### src/rtl/mux_4_pkg.sv
// Shared word-select encoding for the 4:1 data mux and cache word-select users.
package mux_4_pkg;

  localparam logic [1:0] SEL_W0 = 2'd0;
  localparam logic [1:0] SEL_W1 = 2'd1;
  localparam logic [1:0] SEL_W2 = 2'd2;
  localparam logic [1:0] SEL_W3 = 2'd3;

endpackage : mux_4_pkg

### src/rtl/mux_4.sv
// 4:1 data mux with a build-time choice of combinational or single-register output.
// An unknown select drives an all-X result rather than falling through to in0_i.
module mux_4
  import mux_4_pkg::*;
#(
  parameter int WIDTH      = 32,
  parameter bit REGISTERED = 1'b0
) (
  input  logic             clk_i,
  input  logic             rst_ni,
  input  logic [1:0]       sel_i,
  input  logic [WIDTH-1:0] in0_i,
  input  logic [WIDTH-1:0] in1_i,
  input  logic [WIDTH-1:0] in2_i,
  input  logic [WIDTH-1:0] in3_i,
  input  logic             valid_i,
  output logic [WIDTH-1:0] out_o,
  output logic             valid_o
);

  logic [WIDTH-1:0] sel_data_s;

  // Decode the select; the default arm is reachable only for X/Z selects.
  always_comb begin
    sel_data_s = {WIDTH{1'b0}};
    case (sel_i)
      SEL_W0:  sel_data_s = in0_i;
      SEL_W1:  sel_data_s = in1_i;
      SEL_W2:  sel_data_s = in2_i;
      SEL_W3:  sel_data_s = in3_i;
      default: sel_data_s = {WIDTH{1'bx}};
    endcase
  end

  generate
    if (REGISTERED) begin : g_reg
      logic [WIDTH-1:0] out_r;
      logic             valid_r;

      // Capture the selection on valid cycles; hold data otherwise.
      always_ff @(posedge clk_i or negedge rst_ni) begin
        if (!rst_ni) begin
          out_r   <= {WIDTH{1'b0}};
          valid_r <= 1'b0;
        end else begin
          valid_r <= valid_i;
          if (valid_i) begin
            out_r <= sel_data_s;
          end else begin
            out_r <= out_r;
          end
        end
      end

      assign out_o   = out_r;
      assign valid_o = valid_r;
    end else begin : g_comb
      // Clock and reset are intentionally inert in the combinational variant.
      logic unused_clk_rst_s;
      assign unused_clk_rst_s = clk_i & rst_ni;

      assign out_o   = sel_data_s;
      assign valid_o = valid_i;
    end
  endgenerate

endmodule : mux_4

### config.mk
export PLATFORM = sky130hd
export DESIGN_NAME = mux_4
export DESIGN_NICKNAME = d
export VERILOG_FILES = /design/src/rtl/mux_4_pkg.sv /design/src/rtl/mux_4.sv
export SDC_FILE = /design/constraint.sdc
export NUM_CORES = 1
export LEC_CHECK = 0
export ABC_AREA = 1
export CAP_MARGIN = 20
export CELL_PAD_IN_SITES_DETAIL_PLACEMENT = 1
export CELL_PAD_IN_SITES_GLOBAL_PLACEMENT = 1
export CORE_MARGIN = 1
export CORE_UTILIZATION = 13
export DETAILED_ROUTE_END_ITERATION = 6
export PLACE_DENSITY_LB_ADDON = 0.1
export SETUP_SLACK_MARGIN = 0.05
export SYNTH_ARGS = -nofsm -noshare
export SYNTH_HDL_FRONTEND = slang
export SYNTH_SLANG_ARGS = --single-unit
export TNS_END_PERCENT = 30
### constraint.sdc
create_clock -name vclk -period 1.58
set_clock_uncertainty 0.15 [all_clocks]
set_input_delay 0.474 -clock vclk [all_inputs]
set_output_delay 0.474 -clock vclk [all_outputs]
set_load 0.01 [all_outputs]
# Word-level counts from Yosys, hierarchy flattened
# Cells that the tools add are included.
word_totals:
  reg_bits: 0
  latchBits: 0
  ram_bits: 0
  romBits: 0
  out_inout_bits: 33
  wordCells: 5
  n_memories: 0
classes:
  add_sub_neg: 0
  multipliers: 0
  div: 0
  n_lt_le_gt_ge: 0
  eq_ne: 3
  shift: 0
  n_mux: 1
  n_bitwise: 0
  n_reduce_logical: 1
ops:
  columns: ["op", "count"]
  rows:
  - ["$pmux 32 s4", 1]
  - ["$eq 2x2->1 const B", 2]
  - ["$eq 2x1->1 const B", 1]
  - ["$logic_not 2->1", 1]

# Logic depth before layout (Yosys ltp)
depth:
  depth_word: 2
  mapped_depth: 4
  mapped_depth_nobuf: 3

# Worst setup path after synthesis
# OpenSTA, ideal clock, no wires.
synth_timing:
  kind: "input port to output port"
  from: "input port sel_i[0]"
  to: "output port out_o[0]"
  arrival_time_ns: 0.973
  required_ns: 0.956
  setup_slack_ns: -0.017
  stages: 4
  n_path_buf: 1
  cell_sequence: "nor2_2 -> buf_2 -> nand2_1 -> nand4_1"
synth_between:
  elab_chain_len: 2
  word_cells_on_any_way: 5
  cone_classes: "3 x eq/ne; 1 x mux; 1 x reduce/logical"
synth_rtl:
  columns: ["element", "line", "rtl"]
  rows:
  - ["start, declared", "mux_4.sv:11", "input logic [1:0] sel_i,"]
  - ["$eq 2x2->1 (tied with other cells)", "mux_4.sv:26", "case (sel_i)"]
  - ["$pmux 32 s4 *", "mux_4.sv:26", null]
  - ["end, declared", "mux_4.sv:17", "output logic [WIDTH-1:0] out_o,"]
# Mark *: on every way between the ends. The rest lies on a longest branch, timed or not.

# Worst setup path after layout
layout_timing:
  from: "input port sel_i[0]"
  to: "output port out_o[30]"
# Same word-level chain as after synthesis.

==> summary.txt <==
dpl cells - 439
Rel. slew slack - 86.92%
GR Overflow Total - 0
largest net degree at the start of global routing - 26
leakage power - 1.228 nW
Mapped Nets - 320
Synth Instances - 187
Setup Viol. Count Final - 32
Crit Path Class - in2out
worst slew pin tran - 0.1957 ns
drt initial violations - 48
Post-Syn Area - 1086 µm²
initial antenna violation count - 0
DRC viols - 0
Tcrit/Tclk final - 122.2%
area share of fa/ha/maj cells after synthesis - 0%
critical path's most frequent cell - buf_12
Power, Total - 0.7956 mW
Initial Utilization - 13.77%
failing checks - setup timing
Seq/Total Area, Yosys - 0%
final hold vios - 0
Sequential Area - 0 µm²
Syn-to-layout area delta - 167.6%
die area - 8724 µm²
Final Routed Wirelength - 7352 µm
fin cells - 451
Int Pwr - 0.4792 mW
buffers added on ports - 162
outcome - complete, but fails checks
crit path capture type - output port
Pins Over Slew Limit - 0
DR vias - 2010
CP max stage cell - nor2_4
Wirelength per Cell - 16.30 µm
FP Rows - 32
combinational power share - 100.0%
Distinct cells, synth - 11
switch share - 39.76%
placer congestion estimate - 0.7153
NetSw - 0.3163 mW
Worst VDD drop - 164.2 µV
total number of sequential cells - 0
ant diodes - 0
CP Data Arrival Time - 1.31 ns
fraction of layout cells with a size suffix above 1 - 27.51%
commonest non-fill, non-tap cell in the layout - clkdlybuf4s50_1
I/O pin total - 166
Post-Synth Simple-Gate Area - 78.92%
Tmin final - 1.931 ns
post-route ant nets - 0
Die Wd - 93.40 µm
die height - 93.40 µm
hold crit path type - in2out
Compound-Gate Fraction of Synth Area - 0%
Layout clock buffers - 0
mux cell area share after synthesis - 0%
total core area - 7888 µm²
f_max - 517.8 MHz
crit-path cells - buf_12 > nor2_4 > buf_12 > buf_8 > nand2_2 > nand4_1 > buf_2
GRT Total Usage - 16.21%
first-pass detailed-route iteration total - 4
worst-path maximum fanout - 6
DP HPWL - 5461 µm
worst setup margin - -0.3514 ns
CP Launch Type - input pin
layout net count - 484
CTS Hold Buffers Added - 0
vias in the first global route - 2082
Setup TNS Final - -9.530 ns
PwrDens - 273.7 nW/µm²
XOR/XNOR Fraction of Synth Area - 0%
most frequent cells in the layout - clkdlybuf4s50_1, nand3_1, nand4_1, buf_2, dlygate4sd2_1
global-route wire length before repair - 11260 µm
Mean Syn Cell Area - 5.808 µm²
Synth Warn # - 0
CP max stage delay - 0.19 ns
Sequential Power Share - 0%
largest family of logic cells by synthesized area - simple AND/OR/NAND/NOR gates
RSZ-0062 raised after global routing - true
# Max-Cap Violations - 0
Critical Path RT - 0.96 ns
via/cell ratio - 4.457
Clk network pwr share - 0%
## cell families (layout without fill, tap and decap cells)
logic type    count (synthesis)  count (layout)
buf+inv                      26             188
simple gates                161             161
## per-layer routing
layer  wire length [µm]  up-vias  global-route usage, %
met5                  0        -                      0
met1               3153      921                  20.93
met2               3822       64                  30.82
met4                  5        0                 0.1282
met3                371        2                  1.138
li1                   -     1023                      -
## cell type report
| cell class | instances | area [µm²] |
|---|---|---|
| inverter | 2 | 7.507 |
| multi-input combinational | 161 | 937.1 |
| tap | 102 | 127.6 |
| fill | 975 | 4981 |
| timing repair buffer | 186 | 1834 |
## worst max-delay path, delay by kind of cell
| kind | cells | cell delay (ns) |
|---|---|---|
| and+or+nand+nor | 3 | 0.30 |
| buffers and inverters | 4 | 0.54 |
## per-stage QoR
step           util, %  setup slack (ns)  hold WS, ns  cell area (µm²)
2_1_floorplan        -           0.01182       0.8898             1137
3_3_place_gp     35.49           -0.7592       0.7981             2799
3_5_place_dp     35.49           -0.7614       0.7981             2799
4_1_cts          35.99           -0.3620       0.7981             2839
5_1_grt          36.85           -0.4142       0.7980             2907
6_report         36.85           -0.3514       0.7980             2907
## power by group through the flow
stage / clock [mW] / sequential, mW / combinational (mW)
after floorplan: 0 / 0 / 0.291
after global placement: 0 / 0 / 0.826
after detailed placement: 0 / 0 / 0.829
after CTS: 0 / 0 / 0.794
after global routing: 0 / 0 / 0.861
final: 0 / 0 / 0.796
## Yosys cell counts, drive strengths merged
library cell | count | area, µm²
buf | 24 | 221.5
inv | 2 | 7.510
nand2 | 32 | 120.1
nand3 | 96 | 530.5
nand4 | 32 | 200.2
nor2 | 1 | 6.260
## what timing repair did
item                                    in CTS  in global routing
gates resized for setup                    185                 17
pin swaps                                   29                 16
hold endpoints to repair                     0                  0
gates cloned                                 2                  0
setup buffers                                8                  2
endpoints found under the setup margin      32                 32
## path summary, 6_finish.rpt
kind              slack [ns]         to  startpoint  cells after the start
hold / removal          0.80    valid_o     valid_i                      0
setup / recovery       -0.35  out_o[30]    sel_i[0]                      7
No activity file was read; power rests on OpenSTA's default activity.
